==> src/rtl/eth_tx_arbiter.sv <==
// rtl/eth_tx_arbiter.sv - packet-granular arbiter sharing the MAC TX byte stream between NUM_SRC sources
//
// Ports:
//   clk_125, reset            MAC TX clock; synchronous active-high reset
//   s_axis_tdata/tvalid/tlast per-source frame streams (source i at [i*DATA_WIDTH +: DATA_WIDTH])
//   s_axis_trdy               per-source ready, at most one bit high
//   m_tx_axis_tdata/tvalid/tlast/trdy  stream towards the MAC
//   grant_id                  currently or most recently granted source
//   busy                      high while a grant is held
//   frame_cnt                 frames completed through the arbiter (wraps)
//
// Build option: ETH_TX_ARB_STRICT_PRIO_EN selects fixed priority (lowest index wins)
// instead of round-robin.

module eth_tx_arbiter #(
    parameter int NUM_SRC    = 2,
    parameter int DATA_WIDTH = 8,
    parameter int SEL_W      = $clog2(NUM_SRC)
) (
    input  logic                          clk_125,
    input  logic                          reset,
    input  logic [NUM_SRC*DATA_WIDTH-1:0] s_axis_tdata,
    input  logic [NUM_SRC-1:0]            s_axis_tvalid,
    input  logic [NUM_SRC-1:0]            s_axis_tlast,
    output logic [NUM_SRC-1:0]            s_axis_trdy,
    output logic [DATA_WIDTH-1:0]         m_tx_axis_tdata,
    output logic                          m_tx_axis_tvalid,
    output logic                          m_tx_axis_tlast,
    input  logic                          m_tx_axis_trdy,
    output logic [SEL_W-1:0]              grant_id,
    output logic                          busy,
    output logic [15:0]                   frame_cnt
);

    typedef enum logic {
        ST_IDLE   = 1'b0,
        ST_ACTIVE = 1'b1
    } state_t;

    state_t                  state_q, state_d;
    logic [SEL_W-1:0]        grant_q, grant_d;
    logic [15:0]             frame_cnt_q, frame_cnt_d;
    logic [SEL_W-1:0]        winner;
    logic                    any_req;

    // Selected source, valid only while a grant is held
    logic [DATA_WIDTH-1:0]   sel_tdata;
    logic                    sel_tvalid;
    logic                    sel_tlast;

    assign any_req    = |s_axis_tvalid;
    assign sel_tdata  = s_axis_tdata[grant_q*DATA_WIDTH +: DATA_WIDTH];
    assign sel_tvalid = s_axis_tvalid[grant_q];
    assign sel_tlast  = s_axis_tlast[grant_q];

`ifdef ETH_TX_ARB_STRICT_PRIO_EN

    // Fixed priority: scan from the highest index down so the lowest
    // requesting index is the last one written and therefore wins.
    always_comb begin
        winner = '0;
        for (int i = NUM_SRC - 1; i >= 0; i--) begin
            if (s_axis_tvalid[i]) begin
                winner = SEL_W'(i);
            end
        end
    end

`else

    logic [SEL_W-1:0] rr_ptr_q, rr_ptr_d;
    logic [SEL_W-1:0] cand;

    // Modulo-NUM_SRC increment that also works when NUM_SRC is not a power of two
    function automatic logic [SEL_W-1:0] wrap_add(input logic [SEL_W-1:0] base, input int off);
        int sum;
        sum = int'(base) + off;
        if (sum >= NUM_SRC) begin
            sum = sum - NUM_SRC;
        end
        return SEL_W'(sum);
    endfunction

    // Round-robin: candidates are visited from the furthest offset back to
    // rr_ptr itself, so the requester closest to rr_ptr is written last and wins.
    always_comb begin
        winner = '0;
        cand   = '0;
        for (int off = NUM_SRC - 1; off >= 0; off--) begin
            cand = wrap_add(rr_ptr_q, off);
            if (s_axis_tvalid[cand]) begin
                winner = cand;
            end
        end
    end

`endif

    // Next state and outputs. Outputs default to zero so nothing from the
    // source mux reaches the MAC while idle.
    always_comb begin
        state_d          = state_q;
        grant_d          = grant_q;
        frame_cnt_d      = frame_cnt_q;
`ifndef ETH_TX_ARB_STRICT_PRIO_EN
        rr_ptr_d         = rr_ptr_q;
`endif
        s_axis_trdy      = '0;
        m_tx_axis_tdata  = '0;
        m_tx_axis_tvalid = 1'b0;
        m_tx_axis_tlast  = 1'b0;

        case (state_q)
            ST_IDLE: begin
                if (any_req) begin
                    state_d = ST_ACTIVE;
                    grant_d = winner;
                end
            end

            ST_ACTIVE: begin
                m_tx_axis_tdata      = sel_tdata;
                m_tx_axis_tvalid     = sel_tvalid;
                m_tx_axis_tlast      = sel_tlast;
                s_axis_trdy[grant_q] = m_tx_axis_trdy;
                // Grant is released only on the tlast handshake; tvalid gaps hold it.
                if (sel_tvalid && sel_tlast && m_tx_axis_trdy) begin
                    state_d     = ST_IDLE;
                    frame_cnt_d = frame_cnt_q + 16'd1;
`ifndef ETH_TX_ARB_STRICT_PRIO_EN
                    rr_ptr_d    = wrap_add(grant_q, 1);
`endif
                end
            end

            default: begin
                state_d = ST_IDLE;
            end
        endcase
    end

    always_ff @(posedge clk_125) begin
        if (reset) begin
            state_q     <= ST_IDLE;
            grant_q     <= '0;
            frame_cnt_q <= '0;
`ifndef ETH_TX_ARB_STRICT_PRIO_EN
            rr_ptr_q    <= '0;
`endif
        end else begin
            state_q     <= state_d;
            grant_q     <= grant_d;
            frame_cnt_q <= frame_cnt_d;
`ifndef ETH_TX_ARB_STRICT_PRIO_EN
            rr_ptr_q    <= rr_ptr_d;
`endif
        end
    end

    assign grant_id  = grant_q;
    assign busy      = (state_q == ST_ACTIVE);
    assign frame_cnt = frame_cnt_q;

endmodule

==> config.mk <==
export PLATFORM = sky130hd
export DESIGN_NAME = eth_tx_arbiter
export DESIGN_NICKNAME = d
export VERILOG_FILES = /design/src/rtl/eth_tx_arbiter.sv
export SDC_FILE = /design/constraint.sdc
export NUM_CORES = 1
export LEC_CHECK = 0
export CAP_MARGIN = 20
export CELL_PAD_IN_SITES_DETAIL_PLACEMENT = 1
export CELL_PAD_IN_SITES_GLOBAL_PLACEMENT = 2
export CORE_MARGIN = 1.5
export CORE_UTILIZATION = 22
export DETAILED_ROUTE_END_ITERATION = 8
export GPL_ROUTABILITY_DRIVEN = 0
export PLACE_DENSITY_LB_ADDON = 0.25
export SETUP_SLACK_MARGIN = 0.15
export SLEW_MARGIN = 10
export SYNTH_ARGS = -nofsm -noshare
export SYNTH_HDL_FRONTEND = slang
export SYNTH_SLANG_ARGS = --single-unit
==> constraint.sdc <==
create_clock -name clk_125 -period 4.8 [get_ports clk_125]
set_clock_uncertainty 0.2 [all_clocks]
set_input_delay 0.72 -clock clk_125 [delete_from_list [all_inputs] [get_ports clk_125]]
set_output_delay 0.72 -clock clk_125 [all_outputs]
set_load 0.01 [all_outputs]
Word-level counts from Yosys, hierarchy flattened --
Cells that the tools add are included. Widths: inputs -> output; s select.
Operators by class: shift-type cells 1, reductions and logical operators 6, bitwise operators 2, order comparisons 7, multiplexer cells 22, add/subtract/negate cells 6
Operators by type and width (number):
- $mux 1 | 18
- $add 16x1->16 const B | 1
- $shiftx 16x5->8 | 1
- $mux 8 | 1
- $lt 1x2->1 const B | 3
- $add 1x1->2 const B | 2
- $ge 2x2->1 const B | 2
- $reduce_and 2->1 | 2
- $logic_and 1x1->1 | 3
- $sub 1x1->1 const B | 3
- $and 2x2->2 | 1
- $ge 1x2->1 const B | 1
- $mux 2 | 1
- $pmux 1 s2 | 1
- $reduce_or 2->1 | 1
- $demux 1 s1 | 1
- $ge 1x1->1 const B | 1
- $not 1->1 | 1
Storage, ports and cells: output and inout bits 30, logic and storage cells 48, register bits after elaboration 19, input bits 23

Logic depth before layout (Yosys ltp) --
depth after elaboration 7, mapped depth 5, depth with buffers taken out 5

Worst setup path before layout --
Ideal clock, no wire load.
path kind reg2out, start point register grant_q, in the netlist grant_id, end point output port m_tx_axis_tdata[1], slack 2.698 ns, data arrival time 1.182 ns, required time 3.880 ns, stages on the path, launching flop included 5, buffers on the path 2, path through dfxtp_1 -> buf_6 -> clkbuf_1 -> mux2i_1 -> nor2_1
On the way: longest elaborated chain between the ends 2
RTL lines:
- start, declared | RTL line 41 | logic [SEL_W-1:0] grant_q, grant_d;
- start signal, assigned | RTL line 152 | grant_q <= grant_d;
- $shiftx 16x5->8 | RTL line 52 | assign sel_tdata = s_axis_tdata[grant_q*DATA_WIDTH +: DATA_WIDTH];
- $mux 8 | RTL line 113 | case (state_q)
- end, declared | RTL line 26 | output logic [DATA_WIDTH-1:0] m_tx_axis_tdata,
Every way passes these cells.

Final worst setup path --
start point input port s_axis_tvalid[1], end point output port m_tx_axis_tvalid
On the way: longest elaborated chain between the ends 3
RTL lines:
- start, declared | RTL line 23 | input logic [NUM_SRC-1:0] s_axis_tvalid,
- $mux 1 (implied by the code) (2 in series) | RTL line 53 | assign sel_tvalid = s_axis_tvalid[grant_q];
- $mux 1 | RTL line 113
- end, declared | RTL line 27 | output logic m_tx_axis_tvalid,
Every way passes these cells. The select of a mux whose other input is x is not followed.

==> metrics.md <==
| Metric | Value |
|---|---|
| Status | finished with violations |
| Failing checks | DRC |
| Initial core utilization | 0.233 |
| Final wirelength | around 3200 µm |
| Tcrit/Tclk final | 0.617 |
| Number of buffers created by CTS | 3 |
| Cts repair resizes | 0 |
| Post-layout min period | a little under 3 ns |
| Later-pin clock latency in the skew report | 0.25 ns |
| Setup Viol. Count Final | 0 |
| Max clock buf depth | 2 |
| Comb pwr share | 0.180 |
| Pwr Total | about 0.34 mW |
| Type of the worst min-delay path | reg2reg |
| GRT overflow | 0 |
| First-pass GRT wire length | about 5600 µm |
| Yosys warning total | 0 |
| HP Start | frame_cnt[15] |
| CTS tree | built |
| Vias/cell | approximately 4.9 |
| Number of global-route vias before repair | 1152 |
| Register share of total power | 0.490 |
| Core area | roughly 4400 µm² |
| Crit path arrival time | 2.04 ns |
| Final Core Density | 0.369 |
| Crit Path Max Fanout | 5 |
| Final worst setup slack | between 1.5 and 2 ns |
| Critical path class | in2out |
| Syn_area_per_cell | 8.30 µm² |
| CTS clk-pin slew, worst paths | roughly 0.070 ns |
| Clock Power Share | 0.330 |
| Number of flops mapped to enable cells by yosys | 0 |
| Synth area leader | dfxtp_1 |
| VDD IR max | between 0.09 and 0.1 mV |
| Pin count of the biggest net entering global routing | 20 |
| Worst slew pin tran | 0.796 ns |
| Port Buffers | 52 |
| Leakage | about 0.54 nW |
| R2R depth | 4 |
| Yosys cell types | 28 |
| Final Hold Fails | 0 |
| Standard-cell row count | 24 |
| Worst hold path depth | 2 |
| Final #Nets | between 200 and 250 |
| Final Max Tran Viols | 0 |
| Final Non-Filler Cells | approximately 230 |
| Layout cell share with drive strength beyond 1 | 0.0341 |
| R2R Path Start | grant_id |
| CP Launch Type | input port |
| #FFs+latches synth | 19 |
| Syn Nets | about 150 |
| Top cells by count, synth | 19 x dfxtp_1, 19 x nor2_1, 11 x a21oi_1, 11 x mux2i_1, 9 x o21ai_0 |
| Predominant post-synthesis flop cell | dfxtp_1 |
| Routed wire per std cell | roughly 14 µm |
| # fillers | ~530 |
| Iteration count of the initial detailed-routing pass | 8 |
| Setup TNS | 0 ns |
| Hold Buf Count CTS | 0 |
| Detail Route Antenna Nets | 0 |
| Switch Pwr | 0.0805 mW |
| Max-cap violations | 0 |
| Root buffer cell | clkbuf_8 |
| Ant. Diodes | 0 |
| Detailed Route Iter0 Violations | 48 |
| Power density over cell area | between 200 and 250 nW/µm² |
| Area Overhead vs Synth | 58.3% |
| Ys async rst share | 0 |
| Global Route Usage Sum | 0.130 |
| Crit path required time | around 3.9 ns |
| Sw frac | 0.240 |
| RSZ-0062 raised after global routing | false |
| DP HPWL | about 2600 µm |
| P_int | about 0.26 mW |
| # IOs | 53 |
| Rel. slew slack | 0.469 |
| Post-synthesis sequential area ratio | 0.367 |
| Htree depth | 1 |
| Place WS | ~1.8 ns |
| Fmax | 338 MHz |
| DP Cell Count | between 200 and 250 |
| Worst Hold Path EP | frame_cnt[15] |
| Top cells by area, synth | dfxtp_1 37%, mux2i_1 11%, nor2_1 6.9% |
| Die height | just over 70 µm |
| Worst Setup End Kind | output pin |
| Post-Syn Area | slightly above 1000 µm² |
| CTS Sinks | 19 |
| Die area | 5140 µm² |
| Share of the synthesized area in the top cell type | 0.367 |
| Cell count after synthesis | around 130 |
| R2r setup slk | 2.45 ns |
| Initial antenna violation count | 0 |
| Via Count | ~1100 |
| R2r endpoint | frame_cnt[15] |
| Post-CTS Setup Bufs | 0 |
| DRC viols | 3 |
| Die X-Extent | a little over 70 µm |
==> sequential cells by signal, indices dropped and copies added, names as in the netlist <==
name	count
grant_id	1
rr_ptr_q	1
frame_cnt	16
busy	1
==> worst max path at each step <==
stage / from / to / slack [ns] / cells after the start
after floorplan: grant_id / m_tx_axis_tdata[1] / 2.70 / 4
after global placement: s_axis_tvalid[1] / m_tx_axis_tvalid / 1.85 / 4
after detailed placement: s_axis_tvalid[1] / m_tx_axis_tvalid / 1.82 / 4
after CTS: s_axis_tvalid[1] / m_tx_axis_tvalid / 1.82 / 4
after global routing: grant_id / m_tx_axis_tdata[3] / 1.72 / 3
final: s_axis_tvalid[1] / m_tx_axis_tvalid / 1.84 / 4
==> metal layers <==
layer,routed length (µm),up-vias,track usage
li1,-,558,-
met1,1500,512,0.169
met2,1470,38,0.219
met3,214,2,0.0366
met4,10,0,0.0189
met5,0,-,0
==> placed cells by master, fill, tap and decap left out <==
cell type	n
clkdlybuf4s50_1	52
nor2_1	19
dfxtp_1	19
mux2i_1	11
a21oi_1	11
o21ai_0	9
or3_1	8
nand2_1	5
inv_1	4
nand3_1	4
xnor2_1	4
and3_1	3
and4_1	3
o211ai_1	3
clkbuf_8	3
nor3_1	2
nand4_1	2
a211oi_1	2
xor2_1	2
and3b_2	1
and2_1	1
o2111ai_2	1
nand3b_1	1
o211ai_2	1
o31ai_1	1
or4_1	1
a2111oi_0	1
ha_1	1
clkbuf_1	1
==> final cells by class <==
cell class	count	area, µm²	area share
sequential	19	380	0.232
inverter	4	15.0	0.00915
clock buffer	4	45.0	0.0274
multi-input combinational	97	616	0.375
timing repair buffer	52	520	0.317
tap	52	65.1	0.0396
==> power groups by stage <==
| stage | sequential [mW] | clock (mW) | combinational (mW) |
|---|---|---|---|
| 2_1_floorplan | 0.165 | 0 | 0.0250 |
| 5_1_grt | 0.165 | 0.123 | 0.0659 |
| 6_report | 0.164 | 0.111 | 0.0606 |
| 3_3_place_gp | 0.168 | 0 | 0.0605 |
| 4_1_cts | 0.165 | 0.115 | 0.0618 |
| 3_5_place_dp | 0.168 | 0 | 0.0615 |
==> critical path, cell delays in order <==
cell and delay [ns]:
clkdlybuf4s50_1 0.55, mux2i_1 0.10, nor2_1 0.13, clkdlybuf4s50_1 0.55
==> kinds of logic after synthesis <==
logic type                 synth area share
DFF                                   0.367
adders and majority gates            0.0121
xor gates and xnor gates             0.0507
and+or+nand+nor                       0.250
AOI/OAI and AO/OA                     0.175
muxes                                 0.106
buffers and inverters                0.0398
==> through the flow <==
step / cell area, µm² / hold WS (ns)
floorplan: 1040 / 0.278
global placement: 1600 / 0.270
detailed placement: 1600 / 0.286
CTS: 1640 / 0.298
global route: 1640 / 0.329
finish: 1640 / 0.306
Note: power is estimated with default switching activity, not from simulation.
